$ cat src/rtl/mult_seq_ctrl.sv
// Sequential shift-and-add multiplier controller: steps an external width-bit
// adder once per cycle to form an unsigned 2*width-bit product.
module mult_seq_ctrl #(
   parameter int width = 8
) (
   input  logic                 clk_i,
   input  logic                 rst_ni,
   input  logic                 start_i,
   input  logic [width-1:0]     a_i,
   input  logic [width-1:0]     b_i,
   output logic                 busy_o,
   output logic                 done_o,
   output logic [2*width-1:0]   p_o,
   output logic [width-1:0]     add_a_o,
   output logic [width-1:0]     add_b_o,
   input  logic [width:0]       add_s_i
);

   localparam int CW = $clog2(width + 1);
   localparam logic [CW-1:0] LAST_ITER = CW'(width - 1);

   typedef enum logic [1:0] {S_IDLE, S_RUN, S_DONE} state_e;

   state_e             state_q, state_d;
   logic [width-1:0]   m_q, m_d;
   logic [width-1:0]   q_q, q_d;
   logic [width-1:0]   a_q, a_d;
   logic [CW-1:0]      cnt_q, cnt_d;
   logic [2*width-1:0] p_q, p_d;

   // Handshake: start_i is a request sampled only while idle (busy_o low);
   // busy_o stays high from the cycle after acceptance through the done_o
   // cycle, and done_o pulses once with p_o already holding the new product.
   always_comb begin
      state_d = state_q;
      m_d     = m_q;
      q_d     = q_q;
      a_d     = a_q;
      cnt_d   = cnt_q;
      p_d     = p_q;
      add_a_o = '0;
      add_b_o = '0;
      case (state_q)
         S_IDLE: begin
            if (start_i) begin
               m_d     = a_i;
               q_d     = b_i;
               a_d     = '0;
               cnt_d   = '0;
               state_d = S_RUN;
            end
         end
         S_RUN: begin
            add_a_o = a_q;
            add_b_o = q_q[0] ? m_q : '0;
            // Adder carry lands in A's MSB; the sum LSB shifts into Q.
            a_d     = add_s_i[width:1];
            q_d     = {add_s_i[0], q_q[width-1:1]};
            cnt_d   = cnt_q + CW'(1);
            if (cnt_q == LAST_ITER) begin
               // Load the product on the final step so it is valid during DONE.
               p_d     = {add_s_i[width:1], add_s_i[0], q_q[width-1:1]};
               state_d = S_DONE;
            end
         end
         S_DONE: begin
            state_d = S_IDLE;
         end
         default: begin
            state_d = S_IDLE;
         end
      endcase
   end

   always_ff @(posedge clk_i or negedge rst_ni) begin
      if (!rst_ni) begin
         state_q <= S_IDLE;
         m_q     <= '0;
         q_q     <= '0;
         a_q     <= '0;
         cnt_q   <= '0;
         p_q     <= '0;
      end else begin
         state_q <= state_d;
         m_q     <= m_d;
         q_q     <= q_d;
         a_q     <= a_d;
         cnt_q   <= cnt_d;
         p_q     <= p_d;
      end
   end

   assign busy_o = (state_q != S_IDLE);
   assign done_o = (state_q == S_DONE);
   assign p_o    = p_q;

endmodule

$ cat config.mk
export PLATFORM = sky130hd
export DESIGN_NAME = mult_seq_ctrl
export DESIGN_NICKNAME = d
export VERILOG_FILES = /design/src/rtl/mult_seq_ctrl.sv
export SDC_FILE = /design/constraint.sdc
export NUM_CORES = 1
export LEC_CHECK = 0
export BUFFER_PORTS_ARGS = -buffer_cell sky130_fd_sc_hd__buf_2
export CORE_MARGIN = 3
export CORE_UTILIZATION = 40
export DETAILED_ROUTE_END_ITERATION = 7
export GPL_ROUTABILITY_DRIVEN = 0
export HOLD_SLACK_MARGIN = 0.12
export PLACE_DENSITY = 0.67
export SLEW_MARGIN = 10
export SYNTH_ARGS = -nofsm -noshare
export SYNTH_HDL_FRONTEND = slang
export SYNTH_SLANG_ARGS = --single-unit
$ cat constraint.sdc
create_clock -name clk_i -period 1.75 [get_ports clk_i]
set_clock_uncertainty 0.05 [all_clocks]
set_input_delay 0.35 -clock clk_i [delete_from_list [all_inputs] [get_ports clk_i]]
set_output_delay 0.35 -clock clk_i [all_outputs]
set_load 0.03 [all_outputs]
==> results.py <==
metrics = {
    "worst_setup_path": {
        "cp_common_cell": "buf_6",
        "critPathKind": "reg -> out",
        "path_max_fanout": 10,
        "critical_path.slowest_cell": "dfrtp_2",
        "cp-end-kind": "output port",
        "path_cells": "nor2b_4 > buf_6 > and3_1 > buf_6",
        "crit_path_start_kind": "register",
        "critical-path-top-delay-family": "flip-flops",
        "required_ps": 1350,
        "cp.buffers_inverters": 2,
        "max_stage_delay_ps": 470,
        "worst_ep_arrival_time_ps": 1400,
    },
    "cts": {
        "cts.clk_slew.worst_paths_ps": 90,
        "numCtsBuffers": 5,
        "cts.sinks": 46,
        "insertion_delay_ps": 300,
        "htreeDepth": 2,
        "cts.path.max_buffers": 2,
        "cts_tree": "done",
        "cts_root_buffer": "clkbuf_8",
    },
    "floorplan": {
        "die_h_um": 77.76,
        "pin_count": 62,
        "start_util_pct": 42.48,
        "die-width_um": 77.76,
        "rows": 25,
        "die_area_um2": 6046,
        "core_region_area_um2": 4848,
    },
    "timing": {
        "whs_ps": 214.7,
        "tightestPinTransition_ps": 478.5,
        "post-route-min-period_ps": 1803,
        "rsz0062_at_grt": "yes",
        "fin_crit_sh_pct": 103.0,
        "max_freq_mhz": 554.6,
        "tns_ps": -220.3,
        "relSlewSlack_pct": 68.10,
        "slew_violations": 0,
        "worst_slack_ps": -53.10,
        "hold_violations": 0,
        "setup_viol": 8,
    },
    "outcome": {
        "status": "complete, but fails checks",
        "violations": "negative setup slack",
    },
    "worst_hold_path": {
        "min_path_type": "in -> reg",
    },
    "drt": {
        "wl_per_cell_um": 14.43,
        "drt_iter0_drc": 72,
        "via_per_inst": 4.798,
        "dr_total_vias": 1540,
        "drt_wl_total_um": 4631,
        "dr.pass1.iters": 4,
        "drc": 0,
        "antenna_left": 0,
    },
    "power": {
        "power_density_nw_per_um2": 2039,
        "irDropWorstVdd_v": 0.001138,
        "power_leakage_nw": 1.378,
        "finalPower_w": 0.005859,
    },
    "layout": {
        "diodes": 0,
        "syn_to_final_growth_pct": 39.55,
        "finalNetCount": 282,
        "final_area_um2": 2874,
        "drive_above_1_share_pct": 50.39,
    },
    "grt": {
        "grt_max_degree": 28,
        "antenna_found_initial": 0,
        "grt-ovfl-total": 0,
        "grt_pass1_vias": 1532,
        "grt.total_usage_pct": 15.97,
        "grt_pass1_wl_um": 7555,
    },
    "synth": {
        "ys_seq_elements": 46,
        "yosysUniqueCellTypes": 28,
        "seq_area_frac_synth_pct": 55.89,
        "synth.avg_cell_area_um2": 11.77,
        "synth_area_um2": 2059,
        "mappedNetlistNets": 204,
        "syn_inst": 175,
        "ys_warn_count": 0,
    },
    "place": {
        "dp_hpwl_um": 3063,
        "placed_cell_area_um2": 2486,
        "io_buffers": 61,
    },
    "job": {
        "max_cap_viol_count": 0,
    },
}
[metrics by stage]
step | cells | util, % | setup slack [ps]
floorplan | 175 | - | 92.18
global placement | 304 | 51.28 | 127.9
detailed placement | 304 | 51.28 | 92.60
CTS | 319 | 57.99 | -39.11
global route | 321 | 59.28 | -99.56
finish | 321 | 59.28 | -53.10
[registers in the layout (all words and copies together) (netlist names)]
| name | flops |
|---|---|
| p_o | 16 |
| a_q | 8 |
| m_q | 8 |
| q_q | 8 |
| cnt_q | 4 |
| state_q | 2 |
[area by class of cell]
type	count	area (µm²)
Clock buffer	5	68.82
Clock inverter	3	68.82
Fill cell	400	1974
Multi-Input combinational cell	120	904.6
Sequential cell	46	1152
Tap cell	67	83.83
Timing Repair Buffer	80	595.6
[per-layer routing]
layer | wire length [µm] | up-vias | track usage [%]
li1 | - | 765 | -
met5 | 0 | - | 0
met2 | 2237 | 29 | 23.37
met4 | 66 | 0 | 5.338
met1 | 2177 | 740 | 23.16
met3 | 149 | 6 | 3.828
[path summary, 6_finish.rpt]
kind | startpoint | endpoint | slack, ps | depth (start not counted)
min | add_s_i[3] | a_q[2]$_DFFE_PN0P_ | 210 | 3
max | state_q[1]$_DFFE_PN0P_ | add_b_o[4] | -50 | 4
max reg2reg | cnt_q[0]$_DFFE_PN0P_ | p_o[2]$_DFFE_PN0P_ | 90 | 5
min in group asynchronous | rst_ni | p_o[3]$_DFFE_PN0P_ | 490 | 2
max in group asynchronous | rst_ni | state_q[1]$_DFFE_PN0P_ | 660 | 3
min reg2reg | p_o[15]$_DFFE_PN0P_ | p_o[15]$_DFFE_PN0P_ | 450 | 1
[cells by family (layout without fill, tap and decap cells)]
kind of cell             count (synthesis)  in the layout  synth area share, %
multiplexers                            25             25                15.31
XOR/XNOR                                 1              1               0.4254
buffers and inverters                    9             88                2.552
flip-flops                              46             46                55.89
adder cells (fa/ha/maj)                  1              1               0.6074
AO/OA/AOI/OAI                           35             35                9.478
AND/OR/NAND/NOR                         58             58                15.74
[repair_timing]
item                                    4_1_cts  5_1_grt
hold endpoints to repair                     19        0
pin swaps                                     0        2
setup buffers                                 6        1
gates resized for setup                      42       15
cloned                                        0        1
hold buffers                                  1        0
endpoints found under the setup margin       17       36
[cell usage after synthesis]
cell type	instances	area (µm²)
clkbuf_1	6	22.52
mux2_4	9	135.1
xor2_1	1	8.760
o22ai_1	1	6.260
dfrtp_1	46	1151
o21bai_1	1	7.510
a22o_1	1	8.760
nand2b_1	1	6.260
o21ai_0	18	90.09
nand3_1	1	5.000
nand2_1	24	90.09
nor2_1	1	3.750
and2_1	8	50.05
and2b_4	1	10.01
o21ai_1	1	5.000
a22oi_1	5	37.54
nor3_4	1	16.27
nor2b_1	7	43.79
ha_1	1	12.51
and3b_1	3	26.28
mux2_2	16	180.2
nand2b_2	1	8.760
a21oi_1	8	40.04
and2b_1	1	7.510
buf_2	2	10.01
and3_1	8	50.05
or2_2	1	6.260
buf_12	1	20.02
[where the power goes]
group          switching [W]  total [W]  internal [W]  leakage (nW)
Combinational        0.00157    0.00300       0.00142         0.760
Sequential          0.000352    0.00194       0.00158         0.550
Clock               0.000356   0.000928      0.000572        0.0683
[worst register-to-register path, cell delays in order (launching register included)]
cell	delay [ps]
dfrtp_1	400
ha_1	210
nand2_1	120
nor3_4	260
buf_6	180
mux2_2	330
[layout by cell type (no fill, tap or decap), types with 2 or more instances in the layout]
master / n
a21oi_1: 8
a22oi_1: 5
and2_1: 3
and2_4: 5
and3_1: 4
and3_4: 4
and3b_1: 3
buf_2: 44
buf_4: 10
buf_6: 24
bufinv_16: 2
clkbuf_8: 5
dfrtp_1: 45
mux2_2: 16
mux2_4: 9
nand2_1: 24
nor2b_1: 6
o21ai_0: 18
(Power assumes the default switching activity.)
